## src/rtl/vexriscv_mem_arbiter_if.sv

```systemverilog
// Bus bundle between the VexRiscv iBus/dBus masters, the arbiter and a
// single-port synchronous RAM. The arbiter uses the slave modport; the
// environment (CPU side plus RAM) uses the master modport.
interface vexriscv_mem_arbiter_if #(
    parameter int unsigned MEM_WORDS = 4096
);
    localparam int unsigned MEM_ADDR_W = $clog2(MEM_WORDS);

    // Instruction bus
    logic                  iBus_cmd_valid;
    logic                  iBus_cmd_ready;
    logic [31:0]           iBus_cmd_payload_pc;
    logic                  iBus_rsp_valid;
    logic                  iBus_rsp_payload_error;
    logic [31:0]           iBus_rsp_payload_inst;

    // Data bus
    logic                  dBus_cmd_valid;
    logic                  dBus_cmd_ready;
    logic                  dBus_cmd_payload_wr;
    logic [31:0]           dBus_cmd_payload_address;
    logic [31:0]           dBus_cmd_payload_data;
    logic [1:0]            dBus_cmd_payload_size;
    logic                  dBus_rsp_ready;
    logic                  dBus_rsp_error;
    logic [31:0]           dBus_rsp_data;

    // Shared RAM port
    logic                  mem_en;
    logic [3:0]            mem_we;
    logic [MEM_ADDR_W-1:0] mem_addr;
    logic [31:0]           mem_wdata;
    logic [31:0]           mem_rdata;

    modport slave (
        input  iBus_cmd_valid, iBus_cmd_payload_pc,
        output iBus_cmd_ready, iBus_rsp_valid, iBus_rsp_payload_error, iBus_rsp_payload_inst,
        input  dBus_cmd_valid, dBus_cmd_payload_wr, dBus_cmd_payload_address,
        input  dBus_cmd_payload_data, dBus_cmd_payload_size,
        output dBus_cmd_ready, dBus_rsp_ready, dBus_rsp_error, dBus_rsp_data,
        output mem_en, mem_we, mem_addr, mem_wdata,
        input  mem_rdata
    );

    modport master (
        output iBus_cmd_valid, iBus_cmd_payload_pc,
        input  iBus_cmd_ready, iBus_rsp_valid, iBus_rsp_payload_error, iBus_rsp_payload_inst,
        output dBus_cmd_valid, dBus_cmd_payload_wr, dBus_cmd_payload_address,
        output dBus_cmd_payload_data, dBus_cmd_payload_size,
        input  dBus_cmd_ready, dBus_rsp_ready, dBus_rsp_error, dBus_rsp_data,
        input  mem_en, mem_we, mem_addr, mem_wdata,
        output mem_rdata
    );
endinterface

```

## src/rtl/vexriscv_mem_arbiter.sv

```systemverilog
// Two-master arbiter in front of one single-port RAM with 1-cycle read latency.
// dBus has priority, but iBus is forced through after DBUS_STREAK_MAX
// consecutive dBus grants while it waits. Out-of-range reads answer with an
// error; out-of-range writes vanish.
module vexriscv_mem_arbiter #(
    parameter int unsigned MEM_WORDS       = 4096,
    parameter int unsigned DBUS_STREAK_MAX = 4
) (
    input logic                   clk,
    input logic                   reset_n,
    vexriscv_mem_arbiter_if.slave bus
);
    localparam int unsigned MEM_ADDR_W = $clog2(MEM_WORDS);
    localparam int unsigned STREAK_W   = $clog2(DBUS_STREAK_MAX + 1);

    typedef enum logic [1:0] {
        OwnNone,
        OwnIbus,
        OwnDbus
    } owner_e;

    logic                enabledQ;    // low for the first cycle after reset release
    owner_e              ownerQ, ownerD;
    logic                errorQ, errorD;
    logic [STREAK_W-1:0] streakQ, streakD;

    logic        grantI, grantD;
    logic        accept;
    logic        cmdWrite;
    logic        inRange;
    logic [31:0] cmdAddr;

    // Grant decision and the selected command fields
    always_comb begin
        grantD   = enabledQ && bus.dBus_cmd_valid &&
                   !(bus.iBus_cmd_valid && (streakQ == STREAK_W'(DBUS_STREAK_MAX)));
        grantI   = enabledQ && bus.iBus_cmd_valid && !grantD;
        accept   = grantI || grantD;
        cmdAddr  = grantD ? bus.dBus_cmd_payload_address : bus.iBus_cmd_payload_pc;
        cmdWrite = grantD && bus.dBus_cmd_payload_wr;
        inRange  = (cmdAddr >> (MEM_ADDR_W + 2)) == 32'd0;
    end

    // Command handshake and RAM port drive
    always_comb begin
        bus.iBus_cmd_ready = grantI;
        bus.dBus_cmd_ready = grantD;
        bus.mem_en         = accept && inRange;
        bus.mem_addr       = cmdAddr[MEM_ADDR_W+1:2];
        bus.mem_wdata      = bus.dBus_cmd_payload_data;
        bus.mem_we         = 4'b0000;
        if (bus.mem_en && cmdWrite) begin
            unique case (bus.dBus_cmd_payload_size)
                2'd0:    bus.mem_we = 4'b0001 << cmdAddr[1:0];
                2'd1:    bus.mem_we = 4'b0011 << {cmdAddr[1], 1'b0};
                default: bus.mem_we = 4'b1111;
            endcase
        end
    end

    // Next streak count and response bookkeeping
    always_comb begin
        streakD = streakQ;
        ownerD  = OwnNone;
        errorD  = 1'b0;
        if (!bus.iBus_cmd_valid || grantI) begin
            streakD = '0;
        end else if (grantD && (streakQ != STREAK_W'(DBUS_STREAK_MAX))) begin
            streakD = streakQ + 1'b1;
        end
        // Writes never answer, so only reads claim the response slot
        if (accept && !cmdWrite) begin
            ownerD = grantI ? OwnIbus : OwnDbus;
            errorD = !inRange;
        end
    end

    // State registers; reset drops any pending response
    always_ff @(posedge clk or negedge reset_n) begin
        if (!reset_n) begin
            enabledQ <= 1'b0;
            ownerQ   <= OwnNone;
            errorQ   <= 1'b0;
            streakQ  <= '0;
        end else begin
            enabledQ <= 1'b1;
            ownerQ   <= ownerD;
            errorQ   <= errorD;
            streakQ  <= streakD;
        end
    end

    // Response outputs, zeroed whenever not valid or errored
    always_comb begin
        bus.iBus_rsp_valid         = (ownerQ == OwnIbus);
        bus.iBus_rsp_payload_error = bus.iBus_rsp_valid && errorQ;
        bus.iBus_rsp_payload_inst  = (bus.iBus_rsp_valid && !errorQ) ? bus.mem_rdata : 32'd0;
        bus.dBus_rsp_ready         = (ownerQ == OwnDbus);
        bus.dBus_rsp_error         = bus.dBus_rsp_ready && errorQ;
        bus.dBus_rsp_data          = (bus.dBus_rsp_ready && !errorQ) ? bus.mem_rdata : 32'd0;
    end
endmodule

```

## src/flat_wrapper.sv

```systemverilog
// flat-port wrapper written by rule: the top's interface ports become plain ports
module vexriscv_mem_arbiter_flat 
#(
    parameter int unsigned MEM_WORDS       = 4096,
    parameter int unsigned DBUS_STREAK_MAX = 4
)
  (clk, reset_n, bus_iBus_cmd_valid, bus_iBus_cmd_payload_pc, bus_iBus_cmd_ready, bus_iBus_rsp_valid, bus_iBus_rsp_payload_error, bus_iBus_rsp_payload_inst, bus_dBus_cmd_valid, bus_dBus_cmd_payload_wr, bus_dBus_cmd_payload_address, bus_dBus_cmd_payload_data, bus_dBus_cmd_payload_size, bus_dBus_cmd_ready, bus_dBus_rsp_ready, bus_dBus_rsp_error, bus_dBus_rsp_data, bus_mem_en, bus_mem_we, bus_mem_addr, bus_mem_wdata, bus_mem_rdata);
  vexriscv_mem_arbiter_if #(.MEM_WORDS(MEM_WORDS)) bus_i ();
  input logic clk;
  input logic reset_n;
  input wire logic [$bits(bus_i.iBus_cmd_valid)-1:0] bus_iBus_cmd_valid;
  input wire logic [$bits(bus_i.iBus_cmd_payload_pc)-1:0] bus_iBus_cmd_payload_pc;
  output wire logic [$bits(bus_i.iBus_cmd_ready)-1:0] bus_iBus_cmd_ready;
  output wire logic [$bits(bus_i.iBus_rsp_valid)-1:0] bus_iBus_rsp_valid;
  output wire logic [$bits(bus_i.iBus_rsp_payload_error)-1:0] bus_iBus_rsp_payload_error;
  output wire logic [$bits(bus_i.iBus_rsp_payload_inst)-1:0] bus_iBus_rsp_payload_inst;
  input wire logic [$bits(bus_i.dBus_cmd_valid)-1:0] bus_dBus_cmd_valid;
  input wire logic [$bits(bus_i.dBus_cmd_payload_wr)-1:0] bus_dBus_cmd_payload_wr;
  input wire logic [$bits(bus_i.dBus_cmd_payload_address)-1:0] bus_dBus_cmd_payload_address;
  input wire logic [$bits(bus_i.dBus_cmd_payload_data)-1:0] bus_dBus_cmd_payload_data;
  input wire logic [$bits(bus_i.dBus_cmd_payload_size)-1:0] bus_dBus_cmd_payload_size;
  output wire logic [$bits(bus_i.dBus_cmd_ready)-1:0] bus_dBus_cmd_ready;
  output wire logic [$bits(bus_i.dBus_rsp_ready)-1:0] bus_dBus_rsp_ready;
  output wire logic [$bits(bus_i.dBus_rsp_error)-1:0] bus_dBus_rsp_error;
  output wire logic [$bits(bus_i.dBus_rsp_data)-1:0] bus_dBus_rsp_data;
  output wire logic [$bits(bus_i.mem_en)-1:0] bus_mem_en;
  output wire logic [$bits(bus_i.mem_we)-1:0] bus_mem_we;
  output wire logic [$bits(bus_i.mem_addr)-1:0] bus_mem_addr;
  output wire logic [$bits(bus_i.mem_wdata)-1:0] bus_mem_wdata;
  input wire logic [$bits(bus_i.mem_rdata)-1:0] bus_mem_rdata;
  assign bus_i.iBus_cmd_valid = bus_iBus_cmd_valid;
  assign bus_i.iBus_cmd_payload_pc = bus_iBus_cmd_payload_pc;
  assign bus_iBus_cmd_ready = bus_i.iBus_cmd_ready;
  assign bus_iBus_rsp_valid = bus_i.iBus_rsp_valid;
  assign bus_iBus_rsp_payload_error = bus_i.iBus_rsp_payload_error;
  assign bus_iBus_rsp_payload_inst = bus_i.iBus_rsp_payload_inst;
  assign bus_i.dBus_cmd_valid = bus_dBus_cmd_valid;
  assign bus_i.dBus_cmd_payload_wr = bus_dBus_cmd_payload_wr;
  assign bus_i.dBus_cmd_payload_address = bus_dBus_cmd_payload_address;
  assign bus_i.dBus_cmd_payload_data = bus_dBus_cmd_payload_data;
  assign bus_i.dBus_cmd_payload_size = bus_dBus_cmd_payload_size;
  assign bus_dBus_cmd_ready = bus_i.dBus_cmd_ready;
  assign bus_dBus_rsp_ready = bus_i.dBus_rsp_ready;
  assign bus_dBus_rsp_error = bus_i.dBus_rsp_error;
  assign bus_dBus_rsp_data = bus_i.dBus_rsp_data;
  assign bus_mem_en = bus_i.mem_en;
  assign bus_mem_we = bus_i.mem_we;
  assign bus_mem_addr = bus_i.mem_addr;
  assign bus_mem_wdata = bus_i.mem_wdata;
  assign bus_i.mem_rdata = bus_mem_rdata;
  vexriscv_mem_arbiter #(.MEM_WORDS(MEM_WORDS), .DBUS_STREAK_MAX(DBUS_STREAK_MAX)) u_core (.clk(clk), .reset_n(reset_n), .bus(bus_i));
endmodule
```

## config.mk

```make
export PLATFORM = sky130hd
export DESIGN_NAME = vexriscv_mem_arbiter_flat
export DESIGN_NICKNAME = d
export VERILOG_FILES = /design/src/rtl/vexriscv_mem_arbiter_if.sv /design/src/rtl/vexriscv_mem_arbiter.sv /design/src/flat_wrapper.sv
export SDC_FILE = /design/constraint.sdc
export NUM_CORES = 1
export LEC_CHECK = 0
export ABC_AREA = 1
export CORE_AREA = 2 2 98 100
export CTS_CLUSTER_SIZE = 25
export DETAILED_ROUTE_END_ITERATION = 16
export DIE_AREA = 0 0 100 102
export MAX_ROUTING_LAYER = met4
export PLACE_DENSITY_LB_ADDON = 0.2
export SLEW_MARGIN = 20
export SYNTH_ARGS = -nofsm -noshare
export SYNTH_HDL_FRONTEND = slang
export SYNTH_SLANG_ARGS = --single-unit
```

## constraint.sdc

```tcl
create_clock -name clk -period 1.3 [get_ports clk]
set_clock_uncertainty 0.05 [all_clocks]
set_input_delay 0.195 -clock clk [delete_from_list [all_inputs] [get_ports clk]]
set_output_delay 0.195 -clock clk [all_outputs]
set_load 0.005 [all_outputs]
```

After elaboration in Yosys (flattened, before gate mapping)
Cells that the tools add are included.

Bits in registers: 7. Input port bits: 135. Output and inout bits: 119. Logic and storage cells: 47.

Add/subtract/negate cells: 1. Equal/unequal tests: 5. Shifts and indexed selects: 2. Mux-type cells: 10. Reductions and logical operators: 25.

Operator list (count): $mux 32 (3); $logic_not 32->1 (1); $logic_and 1x1->1 (14); $pmux 4 s2 (1); $logic_not 1->1 (6); $mux 3 (2); $eq 2x1->1 const B (2); $mux 2 (2); $mux 4 (1); $shl 1x2->4 const A (1); $shl 2x2->4 const A (1); $add 3x1->3 const B (1); $eq 3x3->1 const B (1); $ne 3x3->1 const B (1); $eq 2x2->1 const B (1); $logic_not 2->1 (1); $logic_or 1x1->1 (2); $reduce_bool 2->1 (1); $mux 1 (1).

Longest topological paths before layout
Gate-level depths: netlist (run 1).

Depth in word-level cells: 10. Mapped depth: 10. Mapped depth without buffers: 9.

Worst setup path after synthesis (run 1)
No wires, ideal clock.

Path type: flip-flop to output port. Start point: register u_core.streakQ[0]. End point: output port bus_mem_we[0]. Arrival: 1.247 ns. Required time: 1.055 ns. Setup slack: -0.192 ns. Cell stages (with the launch flop): 10. Path buffers: 1. Path through: dfrtp_1 -> inv_1 -> ha_1 -> nand3_2 -> nand2_4 -> buf_12 -> nand3_4 -> nand2_2 -> nand3_2 -> nor2_1.

Longest elaborated chain between the ends: 10. Elaborated cells on any way between the ends: 16. Those cells by class: eq/ne (1); shift (2); mux (3); reduce/logical (10).

Ends and longest elaborated chain: start: declaration (RTL line vexriscv_mem_arbiter.sv:25) `logic [STREAK_W-1:0] streakQ, streakD;`; start signal: assignment (RTL line vexriscv_mem_arbiter.sv:89) `streakQ <= streakD;`; $eq 3x3->1 (*) (RTL line vexriscv_mem_arbiter.sv:36) `!(bus.iBus_cmd_valid && (streakQ == STREAK_W'(DBUS_STREAK_MAX)));`; $logic_and 1x1->1 (*) (RTL line vexriscv_mem_arbiter.sv:36); $logic_not 1->1 (*) (RTL line vexriscv_mem_arbiter.sv:36); $logic_and 1x1->1 (*) (RTL line vexriscv_mem_arbiter.sv:35) `grantD = enabledQ && bus.dBus_cmd_valid &&`; branches (longest 5 deep; another with $mux 32); $mux 4 (*) (RTL line vexriscv_mem_arbiter.sv:52) `if (bus.mem_en && cmdWrite) begin`; end: declaration (RTL line flat_wrapper.sv:27) `output wire logic [$bits(bus_i.mem_we)-1:0] bus_mem_we;`.

Every way passes the cells marked *.

Worst setup path after layout (run 1)
Start point: register u_core.streakQ[0]. End point: output port bus_mem_we[3].

The elaborated chain is that of the path after synthesis.

==> run metrics, run 1 <==
Tcrit/Tclk final=1.49; CP Class=reg -> out; final setup violation count=88; R2R Path End=u_core.streakQ[2]$_DFFE_PN0P_; initial antenna violation count=1; Layout Nets=638; CP Data Required Time=1.05 ns; Final ANT Viol Nets=0; initial drt markers=27; number of max-cap violations=0; VDD IR max=0.000221 V; GRT Resource Usage Total=0.125; CTS tree=done; mapped cell area=1430 um2; setup TNS=-37.34 ns; Cells after Synth=275; fmax=517 MHz; final hold violations=0; Synth top area share=0.255; Setup WS pre-CTS=-0.907 ns; RSZ-0062 raised after global routing=yes; crit start category=register; Final Non-Filler Cells=612; Syn Nets=412; io pins=254; Starting Density=0.157; Sw Share=0.315; Die H=102 um; final core occ=0.466; Num CTS Buffers=3; reg2reg start=u_core.streakQ[0]$_DFFE_PN0P_; Seq/Total Area, Yosys=0.122; Max FO, Critical Path=5; vias in the first global route=2171; DRT Wirelength=7.84 mm; Syn. warnings=0; Synth Area per Inst=5.20 um2; DP Area=3400 um2; Core ar.=9110 um2; Pleak=2.18 nW; first-pass GRT wire length=9.95 mm; drt pass-1 iters=4; # port buffers=189; Worst-path clk slew=0.04 ns; total number of vias=2419; share of power burned in registers=0.151; failing checks=negative setup slack; hpwl dp=5.46 mm; full die area=10200 um2; worst setup margin=-0.633 ns; worst hold slack=0.179 ns; Die W=100 um; Internal Pwr Total=1.07 mW; share of cells above drive strength 1=0.534; routed len/inst=12.8 um; Distinct cells, synth=26; CTS max path bufs=2; Clock Power Share=0.193; DR DRC count=0; Final Instance Area=4240 um2; Tmin final=1.93 ns; Area growth, synth to finish=197%; Pwr Total=1.56 mW; crit path DAT=1.69 ns; Inst Count DP=557; total grt overflow=0; status=finished with violations; Comb power frac=0.656; FP Rows=35; CTS Sinks=7; hold crit path type=in -> async; latest clock arrival within the worst-skew pair=0.23 ns; CTS HTree Levels=1; pin count of the biggest net entering global routing=17; R2R setup slack=-0.28 ns; CTS root buf=clkbuf_8; Max Slew Vio Count=0; GP Congestion=0.739; sw power=490 uW; endpoint type of the worst setup path=primary output; #FFs+latches synth=7; Area contributors post-synth=nor2_1 (25%), buf_4 (17%), nand2_1 (15%); drt via density=3.95; path depth of the worst reg2reg path=11; biggest area consumer among synthesized cells=nor2_1; Pwr per Cell Area=367 nW/um2
==> routing by layer <==
| metal | part of all wire | track usage | wire length [um] |
|---|---|---|---|
| met2 | 0.54 | 0.243 | 4260 |
| met4 | 0.0052 | 0.0200 | 41 |
| met5 | 0 | - | 0 |
| met1 | 0.34 | 0.128 | 2670 |
| met3 | 0.11 | 0.0335 | 869 |
==> registers in the layout (all words and copies together), names as in the netlist <==
signal	count
u_core.streakQ	3
u_core.errorQ	1
u_core.enabledQ	1
u_core.ownerQ	2
==> cell type report <==
type                       count  area (um2)
fill                         935        4870
sequential                     7         178
tap                          111         139
inverter                      46         181
multi-input combinational    181        1280
timing repair buffer         262        2410
clock buffer                   4        45.0
antenna                        1        2.50
==> synthesized netlist by cell type <==
master / number
nor2_1: 97
nand2_1: 56
inv_1: 44
buf_4: 33
buf_2: 7
dfrtp_1: 7
nand3_1: 4
nor3_1: 3
ha_1: 2
nand2_2: 2
nand3_2: 2
nor2_2: 2
o21ai_0: 2
o21ai_1: 2
a21oi_1: 1
and2_0: 1
buf_12: 1
clkinv_2: 1
conb_1: 1
inv_2: 1
nand2_4: 1
nand3_4: 1
nor3b_1: 1
o211ai_2: 1
or2_1: 1
xor2_1: 1
==> worst max path at each step <==
| stage | end | startpoint | slack [ns] | cells after the start |
|---|---|---|---|---|
| finish | bus_mem_we[3] | u_core.streakQ[0]$_DFFE_PN0P_ | -0.63 | 11 |
| detailed placement | bus_mem_we[1] | bus_dBus_cmd_valid | -0.91 | 10 |
| global route | bus_mem_we[2] | u_core.streakQ[0]$_DFFE_PN0P_ | -0.72 | 10 |
| floorplan | bus_mem_we[0] | u_core.streakQ[1]$_DFFE_PN0P_ | -0.17 | 9 |
| CTS | bus_mem_we[1] | u_core.streakQ[0]$_DFFE_PN0P_ | -0.68 | 11 |
| global placement | bus_mem_we[3] | bus_dBus_cmd_valid | -0.89 | 10 |
==> worst max-delay path, stage by stage, from the launching register on <==
cell     delay, ns
dfrtp_1       0.36
inv_2         0.06
ha_4          0.16
nand3_4       0.08
nand2_8       0.08
buf_6         0.12
nor2_4        0.07
nand3_2       0.10
nand2_4       0.09
nand3_4       0.12
nor2_4        0.11
buf_2         0.12
==> timing repair <==
item	in CTS	in global routing
buffers inserted	25	31
hold endpoints to repair	0	0
setup endpoints to repair	91	93
cloned	3	4
pin swaps	14	20
hold buffers	0	0
gates resized for setup	233	280
==> power by group through the flow <==
stage,logic (mW),registers (mW),clock network [mW]
floorplan,0.282,0.234,0
global placement,0.765,0.235,0
detailed placement,0.769,0.235,0
CTS,0.847,0.234,0.315
global route,1.10,0.236,0.330
finish,1.02,0.235,0.300
==> logic make-up (layout without fill, tap and decap cells) <==
kind of cell	Yosys count	count (layout)	share of synthesized area
adder cells (fa/ha/maj)	2	2	0.0175
XOR/XNOR	1	1	0.00613
other	1	2	0.00262
AND/OR/NAND/NOR	171	171	0.492
AO/OA/AOI/OAI	6	6	0.0262
buffers and inverters	87	312	0.333
flip-flops	7	7	0.122
==> placed cells by master (no fill, tap or decap), types with 4 or more instances in the layout <==
cell type	Yosys	routed
buf_12	1	6
nor2_1	97	34
clkdlybuf4s50_1	0	102
clkbuf_16	0	4
buf_4	33	20
buf_6	0	41
nor2_4	0	39
buf_2	7	77
inv_1	44	40
nand2_2	2	12
clkbuf_2	0	4
buf_8	0	4
nor2_2	2	26
nand2_4	1	7
nand2_1	56	39
dfrtp_1	7	5
inv_2	1	4
Power figures use the tool's default switching activity.
==> inputs of run 2 (changes only) <==
CORE_AREA = 2 2 99 101   (was 2 2 98 100)
DIE_AREA = 0 0 101 103   (was 0 0 100 102)
SLEW_MARGIN = not set   (was 20)
clock period = 1.9 ns   (was 1.3 ns; I/O delays follow)
==> run 2 against run 1 <==
The run still ends with negative setup slack left. Utilization shrank 8.0 points. Global-route usage shrank 1.2 points. Combinational power shrank 46%. Via count shrank 5.9%. Design area shrank 14%. Critical path depth is the same. Sequential power shrank 32%. Final cell count shrank 4.6%. Setup slack gained 0.50 ns. Hold slack gained 0.082 ns. Sequential share of layout area grew 0.62 points. Largest power group unchanged. Highest routed layer unchanged.
==> run metrics, run 2 (synthesized netlist as in run 1, its figures left out) <==
number of max-cap violations=0; share of power burned in registers=0.174; endpoint type of the worst setup path=primary output; Sw Share=0.290; GRT Resource Usage Total=0.113; worst hold slack=0.261 ns; routed len/inst=11.6 um; Num CTS Buffers=3; worst setup margin=-0.135 ns; total number of vias=2276; Clock Power Share=0.224; latest clock arrival within the worst-skew pair=0.23 ns; CP Data Required Time=1.56 ns; final hold violations=0; total grt overflow=0; DP Area=3300 um2; Tmin final=2.03 ns; setup TNS=-1.20 ns; CTS max path bufs=2; RSZ-0062 raised after global routing=yes; FILL cells=1008; initial antenna violation count=0; CTS root buf=clkbuf_8; n_diodes=0; VDD IR max=0.000148 V; Pwr Total=921 uW; Area growth, synth to finish=155%; drt via density=3.90; drt pass-1 iters=4; commonest non-fill, non-tap cell in the layout=clkdlybuf4s50_1; FP Rows=36; DR DRC count=0; share of cells above drive strength 1=0.272; # port buffers=189; Core ar.=9460 um2; Die H=103 um; Die W=101 um; hpwl dp=5.11 mm; GP Congestion=0.774; commonest non-fill, non-tap cells in the layout=clkdlybuf4s50_1 (104), nor2_1 (82), nand2_1 (47); Layout Nets=608; final core occ=0.385; crit path DAT=1.70 ns; Largest regs=u_core.streakQ (3), u_core.ownerQ (2); Comb power frac=0.602; crit start category=register; initial drt markers=27; CTS HTree Levels=1; Setup WS pre-CTS=-0.433 ns; hold crit path type=in -> async; fmax=492 MHz; Top reg by flops=u_core.streakQ; CTS tree=done; Max Slew Vio Count=0; full die area=10400 um2; Starting Density=0.151; sw power=267 uW; io pins=254; failing checks=negative setup slack; final setup violation count=12; Max FO, Critical Path=5; Pwr per Cell Area=253 nW/um2; CTS Sinks=7; pin count of the biggest net entering global routing=17; status=finished with violations; Tcrit/Tclk final=1.07; first-pass GRT wire length=9.09 mm; Final Instance Area=3650 um2; vias in the first global route=2024; CP Class=reg -> out; hold buffers post-CTS=0; DRT Wirelength=6.75 mm; Internal Pwr Total=655 uW; Worst-path clk slew=0.04 ns; Inst Count DP=552; max reg flops=3; Final ANT Viol Nets=0; Final Non-Filler Cells=584; Pleak=2.03 nW
run 2: cell count changes in the layout (fill, tap and decap cells not counted), sizes merged:
cell,previous run,this run
buf,151,67
bufbuf,0,2
clkbuf,12,15
clkdlybuf4s15,0,11
clkdlybuf4s50,102,104
clkinv,1,2
diode,1,0
dlygate4sd2,0,31
dlymetal6s2s,1,4
nand2,59,60
run 2: layout make-up:
cell class / instances / area, um2 / area share
clock buffers: 4 / 45.0 / 0.0124
repair buffers: 230 / 2140 / 0.588
multi-input cells: 182 / 942 / 0.258
well taps: 114 / 143 / 0.0391
flip-flops and latches: 7 / 175 / 0.0480
inverters: 46 / 190 / 0.0522
repair inverters: 1 / 8.76 / 0.00240
run 2: what timing repair did:
| item | in CTS | in global routing |
|---|---|---|
| gates cloned | 4 | 2 |
| endpoints found under the setup margin | 83 | 34 |
| pin swaps | 11 | 14 |
| buffers inserted | 16 | 7 |
| resized for setup | 185 | 72 |
run 2: metal layers:
metal  up-vias  global-route usage  wire length, um
li1       1150                   -                -
met1       977               0.119             2530
met2       147               0.215             3460
met3         2              0.0237              730
met4         0              0.0260               27
met5         -                   -                0
run 2: final timing paths:
path	startpoint	endpoint	slack, ns	cells after the start
max in group asynchronous	reset_n	u_core.enabledQ$_DFF_PN0_	1.31	1
worst min register to register	u_core.streakQ[1]$_DFFE_PN0P_	u_core.streakQ[1]$_DFFE_PN0P_	0.55	2
worst max register to register	u_core.streakQ[1]$_DFFE_PN0P_	u_core.errorQ$_DFF_PN0_	0.26	9
worst max-delay path	u_core.streakQ[1]$_DFFE_PN0P_	bus_mem_we[1]	-0.13	11
worst min-delay path	reset_n	u_core.streakQ[0]$_DFFE_PN0P_	0.26	1
min in group clk	bus_dBus_cmd_payload_data[26]	bus_mem_wdata[26]	0.52	0
run 2: power groups by stage:
stage	clock (mW)	combinational, mW	sequential [mW]
floorplan	0	0.190	0.160
global placement	0	0.501	0.162
detailed placement	0	0.503	0.161
CTS	0.216	0.536	0.160
global route	0.218	0.601	0.161
finish	0.207	0.555	0.160
run 2: critical path, stage by stage, from the launching register on:
cell     delay [ns]
dfrtp_1        0.35
inv_2          0.06
ha_4           0.17
nand3_4        0.12
nand2_8        0.09
buf_12         0.14
nand2_4        0.04
o21ai_2        0.05
or2_1          0.21
nand2_1        0.08
nor2_2         0.04
buf_2          0.11
